$ cat src/rtl/data_memory.sv
// Word-addressed synchronous data memory with strobe edge detection
// and a fixed, parameterized access latency.
module data_memory #(
    parameter int DATA_W  = 16,
    parameter int ADDR_W  = 8,
    parameter int LATENCY = 2
) (
    input  logic              clk,
    input  logic              reset,
    input  logic [ADDR_W-1:0] addr,
    input  logic [DATA_W-1:0] dataIn,
    input  logic              memRead,
    input  logic              memWrite,
    output logic [DATA_W-1:0] dataOut,
    output logic              ready,
    output logic              busy,
    output logic              err
);

    localparam int DEPTH = 1 << ADDR_W;
    localparam logic [3:0] CNT_INIT = 4'(LATENCY - 1);

    typedef enum logic [1:0] {
        IDLE,
        WAIT,
        RESP
    } state_t;

    state_t            state_q, state_d;
    logic [3:0]        cnt_q, cnt_d;
    logic              rd_prev_q, wr_prev_q;
    logic [ADDR_W-1:0] addr_q, addr_d;
    logic [DATA_W-1:0] data_q, data_d;
    logic              is_wr_q, is_wr_d;
    logic              err_q, err_d;
    logic [DATA_W-1:0] dout_q;
    logic              rd_edge, wr_edge;
    logic              go_resp;

    logic [DATA_W-1:0] mem [DEPTH];

    assign rd_edge = memRead & ~rd_prev_q;
    assign wr_edge = memWrite & ~wr_prev_q;

    always_comb begin
        state_d = state_q;
        cnt_d   = cnt_q;
        addr_d  = addr_q;
        data_d  = data_q;
        is_wr_d = is_wr_q;
        err_d   = 1'b0;
        unique case (state_q)
            IDLE: begin
                if (rd_edge ^ wr_edge) begin
                    addr_d  = addr;
                    data_d  = dataIn;
                    is_wr_d = wr_edge;
                    if (LATENCY == 1) begin
                        state_d = RESP;
                    end else begin
                        state_d = WAIT;
                        cnt_d   = CNT_INIT;
                    end
                end else if (rd_edge & wr_edge) begin
                    err_d = 1'b1;
                end
            end
            WAIT: begin
                cnt_d = cnt_q - 4'd1;
                if (cnt_q <= 4'd1) begin
                    state_d = RESP;
                end
            end
            RESP: begin
                state_d = IDLE;
            end
            default: begin
                state_d = IDLE;
            end
        endcase
    end

    // The array is touched only on the edge that enters RESP, using the
    // next-state bundle so LATENCY==1 works straight from IDLE.
    assign go_resp = (state_d == RESP);

    always_ff @(posedge clk) begin
        if (reset) begin
            state_q   <= IDLE;
            cnt_q     <= '0;
            rd_prev_q <= 1'b0;
            wr_prev_q <= 1'b0;
            addr_q    <= '0;
            data_q    <= '0;
            is_wr_q   <= 1'b0;
            err_q     <= 1'b0;
            dout_q    <= '0;
        end else begin
            state_q   <= state_d;
            cnt_q     <= cnt_d;
            rd_prev_q <= memRead;
            wr_prev_q <= memWrite;
            addr_q    <= addr_d;
            data_q    <= data_d;
            is_wr_q   <= is_wr_d;
            err_q     <= err_d;
            if (go_resp && !is_wr_d) begin
                dout_q <= mem[addr_d];
            end
        end
    end

    always_ff @(posedge clk) begin
        if (!reset && go_resp && is_wr_d) begin
            mem[addr_d] <= data_d;
        end
    end

    assign dataOut = dout_q;
    assign ready   = (state_q == RESP);
    assign busy    = (state_q != IDLE);
    assign err     = err_q;

endmodule

$ cat config.mk
export PLATFORM = sky130hd
export DESIGN_NAME = data_memory
export DESIGN_NICKNAME = d
export VERILOG_FILES = /design/src/rtl/data_memory.sv
export SDC_FILE = /design/constraint.sdc
export NUM_CORES = 2
export LEC_CHECK = 0
export CORE_MARGIN = 10
export CORE_UTILIZATION = 40
export DETAILED_ROUTE_END_ITERATION = 7
export PLACE_DENSITY_LB_ADDON = 0.12
export SYNTH_ARGS = -nofsm -noshare
export SYNTH_HDL_FRONTEND = slang
export SYNTH_SLANG_ARGS = --single-unit
$ cat constraint.sdc
create_clock -name clk -period 9.9 [get_ports clk]
set_input_delay 0.99 -clock clk [delete_from_list [all_inputs] [get_ports clk]]
set_output_delay 0.99 -clock clk [all_outputs]
set_load 0.02 [all_outputs]
==> results.md <==
* Final Hold Fails at 0
* WL per Instance at 37.4 um
* RSZ-0062 raised after global routing: no
* Post-DRT Antenna Nets at 0
* Die Height at about 660 um
* Port Buffer Count at 46
* Post-CTS Setup Bufs at 0
* Syn nets at roughly 10,000
* Dpl ws at roughly 2 ns
* Worst Path Buf+Inv at 5
* Layout Cells excl Fill at 16,300
* Worst EP required at 10.75 ns
* GP Congestion at 0.935
* Hold slack at around 0.35 ns
* Most frequent cells in the layout: 4,096 x edfxtp_1, 1,285 x nand2_1, 1,240 x mux2i_1
* Post-synthesis sequential area ratio at about three quarters
* Initial antenna violation count at 36
* Cts repair resizes at 0
* Dpl hpwl at around 380,000 um
* Clk sinks at about 4,100
* Critical Path Slowest Stage Cell: nor4_1
* Syn Area/Cell at 16.0 um^2
* Gr ovfl total at 0
* WL final at around 600,000 um
* Tot GR Track Use at a little over a quarter
* Total power at between 40 and 50 mW
* Setup violators final at 0
* Clk slew on worst S/H paths at 0.06 ns
* Post-route cell area at roughly 0.19 mm^2
* First drt pass iteration count at 6
* Yosys Warn Count at 0
* Dpl cells at 15,400
* Main synth FF type: edfxtp_1
* H-Tree Depth at 5
* Fin. max-slew vios at 17
* Critical-path maximum fanout at 120
* CP Cell Sequence: clkdlybuf4s50_1 -> nor2b_1 -> ha_1 -> nand4bb_4 -> o21ai_4 -> buf_12 -> buf_12 -> mux2i_1 -> o22ai_1 -> nor4_1 -> buf_4 -> o22ai_1 -> nor4_1 -> buf_4 -> a311oi_1
* Die footprint at roughly 0.44 mm^2
* I/O pins at 47
* Max IR drop VDD at 0.161 mV
* Worst setup SP type: primary input
* Cell area after synthesis at between 0.15 and 0.2 mm^2
* Post-synth EDFFs at approximately 4,100
* Num CTS Buffers at 439
* Min cycle time layout at 7.10 ns
* CTS tree: done
* CTS Root Cell: clkbuf_16
* Pwr dens at about 240 mW/mm^2
* Final Util at between 40 and 50%
* Final worst slack at roughly 2.8 ns
* Number of global-route vias before repair at ~95,000
* Largest delay share family, worst path: simple AND/OR/NAND/NOR gates
* First-pass GRT wire length at roughly 800,000 um
* P_leak at ~61 nW
* Crit Path Class: primary input to register
* Actual slew at the worst max-slew pin at roughly 1.5 ns
* Fmax achieved at around 0.14 GHz
* Async S/R FF share, synth at 0%
* WP data arrival at roughly 8.0 ns
* Vias per cell at 6.16
* Post-synthesis cell count at 10,200
* Final nets at ~10,000
* Std-Cell Rows at around 240
* Setup TNS Final at 0 ns
* Slowest stage delay, CP at 1.10 ns
* Crit end category: register
* Max cap viols at 1
* Hold WC Path Type: primary input to register
* #FFs+latches synth at slightly above 4,000
* Distinct cells, synth at just under 80
* Area after DPL at 0.173 mm^2
* Skew final at 0.0786 ns
* Largest net degree at the start of global routing at 184
* Layout cells sized above 1 at a little over an eighth
* Area growth, synth to finish at 14.5%
* Core Area at 0.409 mm^2
* Worst-Skew Late Latency at ~1.0 ns
* Post-CTS Hold Fix Bufs at 0
* Period utilization at slightly above 70%
* Residual DRC count at 0
* CTS Buffer Depth at 4
* Violated checks: capacitance limit, slew limit
* First-iteration detailed-routing DRC count at about 14,000
* Die X at between 600 and 700 um
* Max-slew headroom at -1.39%
* Starting density of the core at about two fifths
* Total number of vias at about 100k
* Status: complete, but fails checks
* Most common cell after layout, fill and taps aside: edfxtp_1
==> sequential cells by signal, indices dropped and copies added (netlist names) <==
signal     count
cnt_q          4
err            1
rd_prev_q      1
dataOut       16
mem         4096
is_wr_q        1
state_q        2
wr_prev_q      1
addr_q         8
data_q        16
==> final cells by class <==
class                   count  area (um^2)
diodes                     16         40.0
clock buffers             512        11300
clock inverters           310         3160
fillers                 35400       221000
inverters                   5         23.8
multi-input cells        5383        38000
flip-flops and latches   4146       124000
well taps                5451         6820
repair buffers            438         4270
==> worst register-to-register path, cell delays in order (launching register included) <==
cell	delay [ns]
dfxtp_1	0.31
nor2b_1	0.06
ha_1	0.68
nand4bb_4	0.75
o21ai_4	0.78
buf_12	0.32
buf_12	0.54
mux2i_1	0.74
o22ai_1	0.15
nor4_1	0.64
buf_4	0.25
o22ai_1	0.08
nor4_1	1.10
buf_4	0.27
a311oi_1	0.08
==> power by group <==
group,internal (mW),switching [mW],total (mW)
clock,9.55,7.15,16.7
combinational,2.07,6.62,8.69
sequential,20.2,0.0947,20.3
total,31.8,13.9,45.7
==> worst paths after layout <==
path	start	to	slack (ns)	depth (start not counted)
setup / recovery	memRead	dataOut[7]	2.80	15
hold reg to reg	data_q[9]	data_q[9]	0.53	2
hold / removal	reset	is_wr_q	0.35	2
setup reg to reg	wr_prev_q	dataOut[7]	2.99	14
==> cell usage after synthesis, drive strengths merged, types with 62 or more instances <==
| cell type | number | area (um^2) |
|---|---|---|
| nor4 | 102 | 638 |
| nand2 | 1313 | 4940 |
| mux2i | 1251 | 12500 |
| clkbuf | 267 | 1000 |
| edfxtp | 4096 | 123000 |
| o211a | 168 | 1680 |
| o2bb2ai | 152 | 1330 |
| buf | 447 | 2320 |
| a21oi | 300 | 1520 |
| o22ai | 531 | 3320 |
| nand3 | 259 | 1310 |
| o211ai | 161 | 1210 |
| nand4 | 86 | 538 |
| a31oi | 62 | 388 |
| o2111ai | 71 | 622 |
| a32oi | 81 | 717 |
| nor2 | 320 | 1200 |
==> kinds of logic after synthesis <==
family	Yosys count	share of synthesized area [%]
buf+inv	719	2.04
flops	4146	75.7
compound gates	1874	8.26
simple gates	2198	5.73
fa+ha+maj	3	0.0229
mux	1308	8.29
==> metal layers <==
metal | wire, um | part of all wire, % | vias up | GRT usage, %
met1 | 246000 | 40 | 52300 | 37.3
li1 | - | - | 41000 | -
met5 | 158 | 0.026 | - | 0.143
met3 | 58500 | 9.6 | 1176 | 6.18
met2 | 269000 | 44 | 5567 | 40.6
met4 | 34800 | 5.7 | 14 | 12.7
No activity file was read; power rests on OpenSTA's default activity.
